### src/rtl/lsu_mem_ctrl_pkg.sv
// Shared load/store unit types and decode helpers.
package lib_cpu;

   // Access size/sign encoding; stores reuse LB/LH/LW for SB/SH/SW.
   typedef enum logic [2:0] {
      LB  = 3'b000,
      LH  = 3'b001,
      LW  = 3'b010,
      LBU = 3'b100,
      LHU = 3'b101
   } lsu_op_t;

   typedef enum logic [1:0] {
      S_IDLE,
      S_READ,
      S_WRITE,
      S_RESP
   } lsu_state_t;

   // Halfwords need an even address, words need a 4-byte aligned address.
   function automatic logic lsu_misaligned(input logic [2:0] op, input logic [1:0] a);
      case (op[1:0])
         2'b01:   return a[0];
         2'b10:   return a != 2'b00;
         default: return 1'b0;
      endcase
   endfunction

   // 011/110/111 are never legal; unsigned variants (1xx) make no sense for stores.
   function automatic logic lsu_illegal(input logic [2:0] op, input logic we);
      return (op[1:0] == 2'b11) || (op[2] && (we || op[1]));
   endfunction

endpackage

### src/rtl/lsu_lane_align.sv
// Byte/halfword lane selection: load extension and store merge.
module lsu_lane_align
   import lib_cpu::*;
(
   input  logic [2:0]  op,
   input  logic [1:0]  lane,
   input  logic [31:0] word,
   input  logic [31:0] wdata,
   output logic [31:0] ldata,
   output logic [31:0] sdata
);

   logic [7:0]  b;
   logic [15:0] h;

   assign b = word[{lane, 3'b000} +: 8];
   assign h = lane[1] ? word[31:16] : word[15:0];

   // Extract the addressed lane and sign/zero extend it.
   always_comb begin
      case (op)
         LB:      ldata = {{24{b[7]}}, b};
         LH:      ldata = {{16{h[15]}}, h};
         LBU:     ldata = {24'h0, b};
         LHU:     ldata = {16'h0, h};
         default: ldata = word;
      endcase
   end

   // Replace the addressed lane of the old word; full-word stores take wdata whole.
   always_comb begin
      sdata = word;
      case (op[1:0])
         2'b00: sdata[{lane, 3'b000} +: 8] = wdata[7:0];
         2'b01: begin
            if (lane[1]) sdata[31:16] = wdata[15:0];
            else         sdata[15:0]  = wdata[15:0];
         end
         default: sdata = wdata;
      endcase
   end

endmodule

### src/rtl/lsu_mem_ctrl.sv
// Load/store unit in front of the single-port data memory file.
module lsu_mem_ctrl
   import lib_cpu::*;
#(
   parameter int          WORDS_LOG2 = 6,
   parameter logic [31:0] BASE_ADDR  = 32'h0000_0000
) (
   input  logic                  clk,
   input  logic                  reset,
   input  logic                  req_valid,
   output logic                  req_ready,
   input  logic [2:0]            req_op,
   input  logic                  req_we,
   input  logic [31:0]           req_addr,
   input  logic [31:0]           req_wdata,
   output logic                  resp_valid,
   input  logic                  resp_ready,
   output logic [31:0]           resp_rdata,
   output logic                  resp_err,
   output logic                  mem_w_en,
   output logic [31:0]           mem_w_data,
   output logic [WORDS_LOG2-1:0] mem_addr,
   input  logic [31:0]           mem_r_data
);

   localparam logic [31:0] SPAN = 32'd4 << WORDS_LOG2;

   lsu_state_t              state, state_nx;
   logic [2:0]              op_q;
   logic                    we_q;
   logic [WORDS_LOG2+1:0]   addr_q;
   logic [31:0]             wdata_q;
   logic [31:0]             rbuf;
   logic                    req_err;
   logic [31:0]             align_word;
   logic [31:0]             ldata;
   logic [31:0]             sdata;

   // Errors are judged on the incoming request so the accept edge can route straight to S_RESP.
   assign req_err = lsu_illegal(req_op, req_we)
                 || lsu_misaligned(req_op, req_addr[1:0])
                 || ((req_addr - BASE_ADDR) >= SPAN);

   // The merge in S_WRITE works on the buffered old word; loads extract straight from memory.
   assign align_word = (state == S_WRITE) ? rbuf : mem_r_data;

   lsu_lane_align u_align (
      .op    (op_q),
      .lane  (addr_q[1:0]),
      .word  (align_word),
      .wdata (wdata_q),
      .ldata (ldata),
      .sdata (sdata)
   );

   // State register.
   always_ff @(posedge clk or negedge reset) begin
      if (!reset) state <= S_IDLE;
      else        state <= state_nx;
   end

   // Next-state: SW skips the read, sub-word stores read-modify-write.
   always_comb begin
      state_nx = state;
      case (state)
         S_IDLE: begin
            if (req_valid) begin
               if (req_err)                     state_nx = S_RESP;
               else if (req_we && req_op == LW) state_nx = S_WRITE;
               else                             state_nx = S_READ;
            end
         end
         S_READ:  state_nx = we_q ? S_WRITE : S_RESP;
         S_WRITE: state_nx = S_RESP;
         S_RESP:  if (resp_ready) state_nx = S_IDLE;
         default: state_nx = S_IDLE;
      endcase
   end

   // Outputs decoded from state so reset kills the write strobe and response at once.
   always_comb begin
      req_ready  = (state == S_IDLE);
      resp_valid = (state == S_RESP);
      mem_w_en   = (state == S_WRITE);
      mem_addr   = addr_q[WORDS_LOG2+1:2];
      mem_w_data = sdata;
   end

   // Request latch, read buffer and response registers.
   always_ff @(posedge clk or negedge reset) begin
      if (!reset) begin
         op_q       <= '0;
         we_q       <= 1'b0;
         addr_q     <= '0;
         wdata_q    <= '0;
         rbuf       <= '0;
         resp_rdata <= '0;
         resp_err   <= 1'b0;
      end else begin
         case (state)
            S_IDLE: begin
               if (req_valid) begin
                  op_q       <= req_op;
                  we_q       <= req_we;
                  addr_q     <= req_addr[WORDS_LOG2+1:0];
                  wdata_q    <= req_wdata;
                  resp_rdata <= '0;
                  resp_err   <= req_err;
               end
            end
            S_READ: begin
               rbuf <= mem_r_data;
               if (!we_q) resp_rdata <= ldata;
            end
            default: ;
         endcase
      end
   end

endmodule

### config.mk
export PLATFORM = sky130hd
export DESIGN_NAME = lsu_mem_ctrl
export DESIGN_NICKNAME = d
export VERILOG_FILES = /design/src/rtl/lsu_mem_ctrl_pkg.sv /design/src/rtl/lsu_lane_align.sv /design/src/rtl/lsu_mem_ctrl.sv
export SDC_FILE = /design/constraint.sdc
export NUM_CORES = 1
export LEC_CHECK = 0
export ABC_AREA = 1
export CAP_MARGIN = 40
export CELL_PAD_IN_SITES_DETAIL_PLACEMENT = 0
export CELL_PAD_IN_SITES_GLOBAL_PLACEMENT = 1
export CORE_ASPECT_RATIO = 1.5
export CORE_MARGIN = 5
export CORE_UTILIZATION = 25
export DETAILED_ROUTE_END_ITERATION = 16
export DONT_BUFFER_PORTS = 1
export PLACE_DENSITY_LB_ADDON = 0.2
export SLEW_MARGIN = 25
export SYNTH_ARGS = -nofsm -noshare
export SYNTH_HDL_FRONTEND = slang
export SYNTH_SLANG_ARGS = --single-unit
export TNS_END_PERCENT = 1
### constraint.sdc
create_clock -name clk -period 1.7 [get_ports clk]
set_input_delay 0.085 -clock clk [delete_from_list [all_inputs] [get_ports clk]]
set_output_delay 0.085 -clock clk [all_outputs]
set_load 0.02 [all_outputs]
# Yosys cells after proc, flatten, opt, wreduce, memory -nomap -nowiden
# Cells that the tools add are included.
[totals]
ff_bits = 111
inputBits = 104
wordCells = 58
out_inout_bits = 74
[classes]
mux = 17
n_shift = 3
eq_ne = 14
reduce_logical = 14
n_lt_le_gt_ge = 1
add_sub_neg = 1
[op_table]
columns = ["cell", "n"]
rows = [
  ["$pmux 32 s2", 2],
  ["$pmux 32 s4", 1],
  ["$mux 32", 3],
  ["$mux 16", 3],
  ["$bwmux 32", 1],
  ["$ge 32x9->1 const B", 1],
  ["$shift 8x7->32 const A", 1],
  ["$shiftx 32x6->8", 1],
  ["$shiftx 8x7->32", 1],
  ["$eq 2x2->1 const B", 4],
  ["$mux 2", 4],
  ["$pmux 2 s4", 1],
  ["$neg 5->7", 1],
  ["$eq 2x1->1 const B", 3],
  ["$eq 3x3->1 const B", 2],
  ["$logic_not 2->1", 2],
  ["$logic_or 1x1->1", 4],
  ["$ne 2x2->1 const B", 2],
  ["$reduce_and 2->1", 2],
  ["$reduce_bool 2->1", 2],
  ["$eq 3x1->1 const B", 1],
  ["$eq 3x2->1 const B", 1],
  ["$logic_not 3->1", 1],
  ["$reduce_and 3->1", 1],
  ["4 further kinds", 5],
]

# Longest topological paths before layout
# Gate-level depths: netlist of run 1.
[depth]
ltp_word = 8
depth_mapped = 13
mapped_depth_nobuf = 11

# Modules after synthesis
# From an unflattened synthesis of run 1, not the netlist that was laid out.
[unflattened]
hier_cells = 1067
hier_area_um2 = 7364.6
[by_module_without_submodules]
columns = ["mod", "area_per_inst_um2", "seq_area_each_um2", "n_inst", "cells_per_inst"]
rows = [
  ["lsu_mem_ctrl", 5077.4, 2777.7, 1, 603],
  ["lsu_lane_align", 2287.2, 0.0, 1, 464],
]

# Worst setup path before layout of run 1
# No wires, ideal clock.
[synth_timing]
path_type = "register to output"
start = "register addr_q[1]"
end = "output mem_w_data[19]"
n_path_buf = 2
slack_ns = -0.441
required_ns = 1.615
stages_incl_launch_ff = 11
arrival_time_ns = 2.056
path_cell_list = "dfrtp_1 -> inv_1 -> buf_2 -> buf_2 -> ha_1 -> nand2_1 -> nor2_1 -> nand2_1 -> nand2_1 -> inv_1 -> o211ai_1"
[synth_via]
elab_chain_cells = 4
elab_cells_between_ends = 6
cone_classes = "add/sub: 1; shift: 2; mux: 3"
[synth_lines]
columns = ["element", "line", "rtl"]
rows = [
  ["start, declared", "lsu_mem_ctrl.sv:31", "logic [WORDS_LOG2+1:0] addr_q;"],
  ["start signal, assigned", "lsu_mem_ctrl.sv:105", "addr_q <= req_addr[WORDS_LOG2+1:0];"],
  ["$neg 5->7", "lsu_lane_align.sv:34", "2'b00: sdata[{lane, 3'b000} +: 8] = wdata[7:0];"],
  ["$shiftx 8x7->32 / $shift 8x7->32 (equally long branches)", "lsu_lane_align.sv:34", ""],
  ["$bwmux 32", "lsu_lane_align.sv:34", ""],
  ["$pmux 32 s2 (*)", "lsu_lane_align.sv:33", "case (op[1:0])"],
  ["end, declared", "lsu_mem_ctrl.sv:21", "output logic [31:0] mem_w_data,"],
]
# Every way passes the cells marked *; elsewhere a longest branch is shown, timed or not.

# Worst setup path after layout of run 1
[layout_timing]
start = "register state[1]"
end = "output mem_w_data[20]"
[layout_via]
elab_chain_cells = 4
elab_cells_between_ends = 5
cone_classes = "eq/ne: 1; mux: 4"
[layout_lines]
columns = ["element", "line", "rtl"]
rows = [
  ["start, declared", "lsu_mem_ctrl.sv:28", "lsu_state_t state, state_nx;"],
  ["start signal, assigned", "lsu_mem_ctrl.sv:59", "else state <= state_nx;"],
  ["$eq 2x2->1 (*)", "lsu_mem_ctrl.sv:45", "assign align_word = (state == S_WRITE) ? rbuf : mem_r_data;"],
  ["$mux 32 (*)", "lsu_mem_ctrl.sv:45", ""],
  ["$mux 16 / $bwmux 32 (equally long branches)", "lsu_lane_align.sv:36, lsu_lane_align.sv:34", ""],
  ["$pmux 32 s2 (*)", "lsu_lane_align.sv:33", ""],
]
# Marks and branches as above.

==> impl_metrics.json, run 1 <==
{
  "slew_headroom": 0.686,
  "hold_violations": 111,
  "fillers": 2725,
  "dpl_cell_area_um2": 7500,
  "final_layout_size_suffix_gt1_frac": 0.217,
  "synth_edf_count": 0,
  "cts_buffers": 9,
  "synthToLayoutAreaGrowth_pct": 39.2,
  "outcome": "finished, violations left",
  "cts_buffer_depth": 2,
  "rsz0062_at_grt": "true",
  "r2r_slack_ns": -0.16,
  "die_w_um": 141,
  "hold_buffers": 77,
  "r2r_cells": 12,
  "vias": 6341,
  "r2r-end": "resp_rdata[27]",
  "drt_iter0_markers": 372,
  "worst-path-max-fanout": 18,
  "crit_required_ns": 1.62,
  "syn_area_per_cell_um2": 7.21,
  "gp_congestion": 0.862,
  "stdcell_area_um2": 8920,
  "arrival_ns": 2.04,
  "grt-ovfl-total": 0,
  "cts_sinks": 111,
  "rows": 71,
  "dr.pass1.iters": 5,
  "multi_input_area_um2": 3390,
  "io_buffers": 0,
  "tightestPinTransition_ns": 0.469,
  "end_kind": "output port",
  "violations": "hold timing, setup timing",
  "fin_crit_ns": 2.13,
  "max_freq_mhz": 471,
  "layout_commonest_cell": "nand2_1",
  "core_area_um2": 25200,
  "n_antenna_cell": 0,
  "regArea_um2": 2780,
  "met1Wirelength_mm": 11.1,
  "synth_cells": 889,
  "clk_latency_ns": 0.37,
  "ant_nets": 0,
  "vias_per_cell": 4.61,
  "total_power_mw": 19.7,
  "yosysSeqAreaShare": 0.434,
  "synth_fp_nets": 1005,
  "slew_viol_final": 0,
  "top_layer": "met4",
  "layout_common_cells": "335 x nand2_1, 109 x dfrtp_1, 98 x buf_4",
  "cpPeakStageDelay_ns": 0.42,
  "wire_per_inst_um": 18.9,
  "wl_mm": 25.9,
  "finClkSkew_ns": 0.00724,
  "met2WireLength_mm": 12.7,
  "antenna_found_initial": 0,
  "clock-root-buffer": "clkbuf_16",
  "cts_tree": "done",
  "ios": 178,
  "crit_chain": "ha_4, buf_12, o21ai_2, o21ai_0, o2111ai_1, buf_4",
  "regToRegStartpoint": "state[0]",
  "finalSetupViolations": 59,
  "slowest_stage": "dfrtp_1",
  "timing.hold.ws_ns": -0.581,
  "crit_path_start_kind": "flip-flop",
  "dp_slack_ns": -0.234,
  "setup_slack_ns": -0.425,
  "die_y_um": 206,
  "postLayoutCoreUtil": 0.354,
  "finish.net_count": 1157,
  "maxCapViolCount": 0,
  "synth_seq_cells": 111,
  "dpl.hpwl_mm": 19.7,
  "cts.clk_slew.worst_paths_ns": 0.07,
  "holdCritPathClass": "in -> async",
  "synth_cell_types": 36,
  "grt.total_usage": 0.182,
  "drcViolationCount": 0,
  "initial_utilization": 0.254,
  "wl_met3_mm": 1.13,
  "ys_warn_count": 0,
  "synthFlopType": "dfrtp_1",
  "grt_max_degree": 112,
  "worstSetupPathType": "reg -> out",
  "cts_max_level": 3,
  "tns_ns": -13.43,
  "grt_pass1_wl_mm": 39.9,
  "async_flop_share": 1.00,
  "syn-cell-area_um2": 6410,
  "die_area_um2": 29000,
  "powerDensity_nw_per_um2": 2210,
  "fin_crit_sh": 1.25,
  "p_leak_nw": 4.27,
  "grt_pass1_vias": 6650,
  "peakVddDrop_mv": 1.05
}
[worst max-delay path by stage]
stage / startpoint / endpoint / slack (ns) / cells past startpoint
floorplan: addr_q[1] / mem_w_data[19] / -0.12 / 10
global placement: state[0] / mem_w_data[17] / -0.23 / 7
detailed placement: state[0] / resp_rdata[27] / -0.23 / 12
CTS: state[1] / mem_w_data[31] / -0.44 / 8
global route: addr_q[1] / mem_w_data[19] / -0.54 / 9
finish: state[1] / mem_w_data[20] / -0.43 / 6
[metal layers]
metal  up-vias  global-route usage
met5         -                   0
met4         0              0.0748
met3        35              0.0313
met2       178               0.313
met1      2950               0.225
li1       3178                   -
[registers in the layout, summed over array words and instances, names as in the netlist]
name / count
rbuf: 32
resp_err: 1
addr_q: 8
op_q: 3
state: 2
we_q: 1
resp_rdata: 32
wdata_q: 32
[stage by stage]
stage          hold WS [ns]  cells
2_1_floorplan        -0.211    889
5_1_grt              -0.599   1374
3_3_place_gp         -0.202   1277
4_1_cts              -0.599   1371
6_report             -0.581   1374
3_5_place_dp         -0.205   1277
[cell families (layout without fill, tap and decap cells)]
family,count (synthesis),after routing,share of synthesized area
buffers and inverters,121,278,0.0842
flip-flops,111,111,0.434
adder cells (fa/ha/maj),12,12,0.0234
AO/OA/AOI/OAI,181,181,0.161
multiplexers,1,1,0.00156
AND/OR/NAND/NOR,463,463,0.296
[synth_stat cells, types with 8 or more instances]
cell type | n | area (um2)
a21oi_1 | 15 | 75.1
buf_2 | 18 | 90.1
buf_4 | 8 | 60.1
clkbuf_1 | 19 | 71.3
dfrtp_1 | 111 | 2780
ha_1 | 12 | 150
inv_1 | 62 | 233
inv_2 | 9 | 33.8
nand2_1 | 351 | 1320
nand3_1 | 43 | 215
nor2_1 | 40 | 150
o2111ai_1 | 10 | 87.6
o211ai_1 | 16 | 120
o21ai_0 | 106 | 531
o21ai_1 | 19 | 95.1
or2_2 | 14 | 87.6
[timing repair]
action,4_1_cts,5_1_grt
setup endpoints to repair,64,112
pin swaps,8,12
buffers inserted,1,3
hold endpoints to repair,188,111
gates resized for setup,65,33
[power by group]
group          internal (mW)  switching (mW)
combinational           4.79            7.50
clock                   1.28            1.03
sequential              3.83            1.26
total                   9.90            9.79
[worst max-delay path, delay by kind of cell (launching register included)]
family	cells	cell delay (ns)
flip-flops	1	0.42
AO/OA/AOI/OAI	3	0.68
adder cells (fa/ha/maj)	1	0.21
buffers and inverters	2	0.37
[cell type report]
class / instances / area share
Tap cell: 328 / 0.0460
Timing Repair Buffer: 190 / 0.196
Clock buffer: 9 / 0.0253
Inverter: 72 / 0.0317
Clock inverter: 7 / 0.00982
Multi-Input combinational cell: 657 / 0.380
Sequential cell: 111 / 0.312
No activity file was read; power rests on OpenSTA's default activity.
==> inputs of run 2 (changes only) <==
--- a/config.mk
+++ b/config.mk
@@ -18,5 +18,6 @@
 export SLEW_MARGIN = 25
 export SYNTH_ARGS = -nofsm -noshare
 export SYNTH_HDL_FRONTEND = slang
+export SYNTH_HIERARCHICAL = 1
 export SYNTH_SLANG_ARGS = --single-unit
 export TNS_END_PERCENT = 1
==> impl_metrics.json, run 2 <==
{
  "synth_fp_nets": 1183,
  "setup_slack_ns": -0.567,
  "powerDensity_nw_per_um2": 2280,
  "crit_path_start_kind": "flip-flop",
  "initial_utilization": 0.251,
  "violations": "hold timing, setup timing",
  "io_buffers": 0,
  "cts_sinks": 111,
  "p_leak_nw": 4.99,
  "layout_common_cells": "319 x nand2_1, 109 x dfrtp_1, 103 x buf_4",
  "grt-ovfl-total": 0,
  "hold_violations": 111,
  "drt_iter0_markers": 355,
  "grt_pass1_wl_mm": 45.9,
  "tightestPinTransition_ns": 0.457,
  "synth_top_area_share": 0.377,
  "ios": 178,
  "die_area_um2": 33100,
  "grt.total_usage": 0.184,
  "wl_mm": 29.9,
  "cts_buffers": 9,
  "stdcell_area_um2": 10700,
  "yosysMostFrequentCell": "nand2_1",
  "slew_viol_final": 0,
  "worst-path-max-fanout": 6,
  "final_layout_size_suffix_gt1_frac": 0.307,
  "syn-cell-area_um2": 7360,
  "rows": 77,
  "peakVddDrop_mv": 0.806,
  "grt_max_degree": 112,
  "synth_top_area_cell": "dfrtp_1",
  "r2r_cells": 15,
  "crit_required_ns": 1.62,
  "timing.critical_path.from": "state[0]",
  "gp_congestion": 0.850,
  "cts_buffer_depth": 2,
  "reg_top3": "rbuf (32), resp_rdata (32), wdata_q (32)",
  "timing.hold.ws_ns": -0.596,
  "async_flop_share": 1.00,
  "grt_pass1_vias": 7675,
  "yosysSeqAreaShare": 0.377,
  "regToRegStartpoint": "state[0]",
  "synthToLayoutAreaGrowth_pct": 44.7,
  "outcome": "finished, violations left",
  "core_area_um2": 29300,
  "synth_cells": 1067,
  "die_y_um": 220,
  "fin_crit_ns": 2.27,
  "syn_area_per_cell_um2": 6.90,
  "synth_edf_count": 0,
  "dpl.hpwl_mm": 21.8,
  "cts.clk_slew.worst_paths_ns": 0.08,
  "rsz0062_at_grt": "true",
  "finClkSkew_ns": 0.0135,
  "arrival_ns": 2.18,
  "vias": 7432,
  "wire_per_inst_um": 18.3,
  "layout_commonest_cell": "nand2_1",
  "clock-root-buffer": "clkbuf_16",
  "clk_latency_ns": 0.38,
  "dr.pass1.iters": 5,
  "fillers": 3236,
  "synth_top_cells_by_area": "dfrtp_1 38%, nand2_1 18%, o21ai_0 6.4%",
  "cts_max_level": 3,
  "maxCapViolCount": 0,
  "synth_seq_cells": 111,
  "drcViolationCount": 0,
  "ys_warn_count": 6,
  "yosys-top-cells-count": "350 x nand2_1, 113 x inv_1, 111 x dfrtp_1, 94 x o21ai_0, 81 x nor2_1",
  "fin_crit_sh": 1.33,
  "worstSetupPathType": "reg -> out",
  "dpl_cell_area_um2": 8770,
  "finish.net_count": 1350,
  "die_w_um": 150,
  "synthFlopType": "dfrtp_1",
  "finalSetupViolations": 65,
  "hold_buffers": 77,
  "ant_nets": 0,
  "n_antenna_cell": 0,
  "holdCritPathClass": "in -> async",
  "tns_ns": -24.50,
  "end_kind": "output port",
  "vias_per_cell": 4.55,
  "slew_headroom": 0.695,
  "max_freq_mhz": 441,
  "synth_cell_types": 35,
  "cts_tree": "done",
  "antenna_found_initial": 0
}
[run 2: path summary, 6_finish.rpt]
path	end	slack, ns
worst min-delay path	resp_rdata[15]	-0.60
max in group asynchronous	addr_q[1]	2.01
worst max register to register	resp_rdata[5]	-0.43
worst max-delay path	mem_w_data[30]	-0.57
min in group clk	resp_err	0.03
worst min register to register	wdata_q[21]	0.48
[run 2: logic make-up after synthesis]
family,count (synthesis),synth area share
fa+ha+maj,12,0.0204
compound gates,238,0.191
buf+inv,187,0.115
simple gates,519,0.296
flops,111,0.377
[run 2: repair_timing]
item	in CTS	in global routing
setup endpoints to repair	65	138
cloned	3	0
gates resized for setup	129	104
endpoints found under the hold margin	189	111
setup buffers	14	6
pin swaps	50	44
[run 2: per-layer routing]
layer	share of wire	track usage	wire [um]
met3	0.050	0.0404	1510
met5	0	0	0
met4	0.020	0.0525	592
met2	0.54	0.342	16000
met1	0.39	0.210	11800
[run 2: final cells by class]
class	count	area, um2	share of cell area
inverter	119	472	0.0443
tap	395	494	0.0464
timing repair buffer	224	2260	0.212
multi-input combinational	769	4340	0.407
clock buffer	10	239	0.0224
clock inverter	6	67.6	0.00634
sequential	111	2780	0.261
[run 2: worst max-delay path, stage by stage, from the launching register on]
cell	delay (ns)
dfrtp_1	0.40
inv_2	0.09
ha_4	0.24
buf_8	0.16
buf_16	0.12
nor2_4	0.03
a21oi_2	0.10
buf_4	0.13
inv_2	0.04
buf_6	0.11
o21ai_2	0.14
a22oi_2	0.07
nand2_2	0.16
[run 2: metrics by stage]
step / util / hold slack [ns] / total power, mW / instances / setup WS, ns
floorplan: - / -0.211 / 13.5 / 1067 / -0.169
finish: 0.364 / -0.596 / 24.3 / 1634 / -0.567
global route: 0.364 / -0.616 / 26.2 / 1634 / -0.688
CTS: 0.353 / -0.635 / 23.7 / 1630 / -0.601
global placement: 0.299 / -0.204 / 19.6 / 1521 / -0.508
detailed placement: 0.299 / -0.207 / 19.6 / 1521 / -0.483
[run 2: power by group]
group          internal [mW]  switching (mW)  total (mW)  leakage [nW]
registers               3.70            1.17        4.87          1.41
clock network           1.19            1.12        2.31         0.145
logic                   7.04            10.0        17.1          3.43
==> inputs of run 3 (changes only) <==
--- a/config.mk
+++ b/config.mk
@@ -5,7 +5,6 @@
 export SDC_FILE = /design/constraint.sdc
 export NUM_CORES = 1
 export LEC_CHECK = 0
-export ABC_AREA = 1
 export CAP_MARGIN = 40
 export CELL_PAD_IN_SITES_DETAIL_PLACEMENT = 0
 export CELL_PAD_IN_SITES_GLOBAL_PLACEMENT = 1
==> impl_metrics.json, run 3 <==
{
  "rows": 71,
  "hold_violations": 111,
  "end_kind": "flip-flop",
  "synth_top_cells_by_area": "dfrtp_1 43%, mux2_2 17%, nand2_1 7.1%",
  "cts_buffer_depth": 2,
  "dr.pass1.iters": 5,
  "yosys.area_share.adder": 0.0234,
  "arrival_ns": 2.61,
  "tightestPinTransition_ns": 0.379,
  "cts_max_level": 3,
  "worstSetupPathType": "reg -> reg",
  "initial_utilization": 0.254,
  "crit_chain": "inv_2, ha_4, buf_4, mux2_4, mux4_2, o221ai_4, buf_12, nand2_1, nand3_1, nand2_1",
  "clock-root-buffer": "clkbuf_16",
  "p_seq_frac": 0.251,
  "placed_cells": 1000,
  "yosysSeqAreaShare": 0.433,
  "finClkSkew_ns": 0.00946,
  "grt.total_usage": 0.173,
  "ys_warn_count": 6,
  "final_layout_size_suffix_gt1_frac": 0.364,
  "async_flop_share": 1.00,
  "layout_commonest_cell": "nand2_1",
  "grt_pass1_vias": 5749,
  "fin_cells": 1094,
  "max_freq_mhz": 425,
  "grt_pass1_wl_mm": 37.3,
  "fin_crit_ns": 2.35,
  "cts_sinks": 111,
  "die_area_um2": 29000,
  "rsz0062_at_grt": "true",
  "crit_path_start_kind": "flip-flop",
  "intPower_mw": 11.3,
  "synth_fp_nets": 739,
  "holdCritPathClass": "in -> async",
  "hold_buffers": 76,
  "grt_max_degree": 112,
  "yosys-top-cells-count": "121 x nand2_1, 111 x dfrtp_1, 94 x mux2_2, 49 x nand3_1, 21 x buf_2",
  "cts_tree": "done",
  "yosysMostFrequentCell": "nand2_1",
  "synth_top_family_by_area": "multiplexers",
  "setup_slack_ns": -0.653,
  "die_y_um": 206,
  "gp_congestion": 0.855,
  "total_power_mw": 20.7,
  "synth.area.mux_share": 0.207,
  "ant_nets": 0,
  "synthFlopType": "dfrtp_1",
  "synthXorXnorAreaFrac": 0,
  "slowest_stage": "mux4_2",
  "r2r_slack_ns": -0.65,
  "crit_path_frequent_cell": "nand2_1",
  "tns_ns": -32.84,
  "synth_cells": 623,
  "drt_iter0_markers": 377,
  "cts_buffers": 9,
  "cpPeakStageDelay_ns": 0.53,
  "p_leak_nw": 4.00,
  "vias_per_cell": 4.94,
  "outcome": "finished, violations left",
  "finalSetupViolations": 64,
  "io_buffers": 0,
  "dpl.hpwl_mm": 19.5,
  "power.net_switching_mw": 9.33,
  "worst-path-max-fanout": 16,
  "ios": 178,
  "synth_seq_cells": 111,
  "synth_cell_types": 51,
  "synthToLayoutAreaGrowth_pct": 39.9,
  "vias": 5409,
  "synth_top_area_share": 0.433,
  "wire_per_inst_um": 23.1,
  "antenna_found_initial": 0,
  "p_comb_frac": 0.641,
  "crit_required_ns": 1.95,
  "timing.hold.ws_ns": -0.578,
  "n_antenna_cell": 0,
  "p_sw_frac": 0.451,
  "core_area_um2": 25200,
  "synth_edf_count": 0,
  "fin_crit_sh": 1.38,
  "syn-cell-area_um2": 6410,
  "peakVddDrop_mv": 0.996,
  "finish.net_count": 878,
  "drcViolationCount": 0,
  "grt-ovfl-total": 0,
  "layout_common_cells": "118 x nand2_1, 110 x dfrtp_1, 76 x dlygate4sd3_1",
  "violations": "hold timing, setup timing",
  "slew_headroom": 0.748,
  "synth_top_area_cell": "dfrtp_1",
  "wl_mm": 25.3,
  "synth_compound_area_frac": 0.129,
  "cts.clk_slew.worst_paths_ns": 0.07,
  "reg_top3": "rbuf (32), resp_rdata (32), wdata_q (32)",
  "syn_area_per_cell_um2": 10.3,
  "p_clk_frac": 0.108,
  "die_w_um": 141,
  "powerDensity_nw_per_um2": 2310,
  "yosys.area_share.simple": 0.155,
  "maxCapViolCount": 0,
  "clk_latency_ns": 0.36,
  "slew_viol_final": 0,
  "fillers": 2557
}
==> run 3: cell count changes in the layout (fill, tap and decap cells not counted), moves of 30 or more <==
cell and change:
nand3_2 -31, o21ai_2 -45, mux2_2 +71, o21ai_0 -39, o21ai_1 -30, nand2_1 -201, inv_1 -76, nor2_1 -62
mux2_4 +33
==> run 3: logic make-up after synthesis <==
| logic type | after synthesis |
|---|---|
| compound gates | 102 |
| fa+ha+maj | 12 |
| buf+inv | 67 |
| flops | 111 |
| mux | 114 |
| simple gates | 217 |
==> run 3: power by group through the flow <==
| stage | clock network [mW] | logic, mW | registers, mW |
|---|---|---|---|
| final | 2.23 | 13.3 | 5.18 |
| after CTS | 2.32 | 12.8 | 5.20 |
| after detailed placement | 0 | 11.8 | 5.23 |
| after floorplan | 0 | 7.50 | 4.72 |
| after global placement | 0 | 11.7 | 5.20 |
| after global routing | 2.42 | 14.1 | 5.35 |
==> run 3: critical path: cells and delay by family, from the launching register on <==
kind / cells / cell delay, ns
AND/OR/NAND/NOR: 3 / 0.20
buffers and inverters: 3 / 0.38
adder cells (fa/ha/maj): 1 / 0.20
flip-flops: 1 / 0.39
multiplexers: 2 / 0.83
AO/OA/AOI/OAI: 1 / 0.24
==> run 3: layout make-up <==
type | count | area [um2] | share of cell area
Inverter | 19 | 72.6 | 0.00809
Sequential cell | 111 | 2780 | 0.310
Timing Repair Buffer | 176 | 1720 | 0.191
Clock buffer | 13 | 270 | 0.0301
Clock inverter | 2 | 38.8 | 0.00433
Tap cell | 328 | 410 | 0.0458
Multi-Input combinational cell | 445 | 3680 | 0.410
==> run 3: repair_timing <==
item	in CTS	in global routing
pin swaps	12	15
resized for setup	67	36
endpoints found under the setup margin	72	127
endpoints found under the hold margin	188	111
setup buffers	3	0
==> run 3: final timing paths <==
| path | depth (start not counted) | start | to |
|---|---|---|---|
| hold / removal | 0 | reset | rbuf[24] |
| min in group clk | 3 | resp_ready | state[0] |
| hold reg to reg | 1 | rbuf[20] | rbuf[20] |
| setup / recovery | 10 | state[0] | resp_rdata[28] |
| max in group asynchronous | 0 | reset | resp_rdata[6] |
| setup reg to reg | 10 | state[0] | resp_rdata[28] |
==> run 3: routing by layer <==
| layer | part of all wire | track usage | up-vias |
|---|---|---|---|
| met4 | 0.047 | 0.0841 | 0 |
| met5 | 0 | 0 | - |
| met3 | 0.047 | 0.0326 | 49 |
| met1 | 0.37 | 0.188 | 2669 |
| met2 | 0.54 | 0.318 | 161 |
| li1 | - | - | 2530 |
==> run 3: through the flow <==
step           utilization  area [um2]  worst slack [ns]
4_1_cts              0.348        8780            -0.656
5_1_grt              0.355        8960            -0.762
6_report             0.355        8960            -0.653
3_5_place_dp         0.294        7430            -0.585
3_3_place_gp         0.294        7430            -0.545
2_1_floorplan            -        6460            -0.778
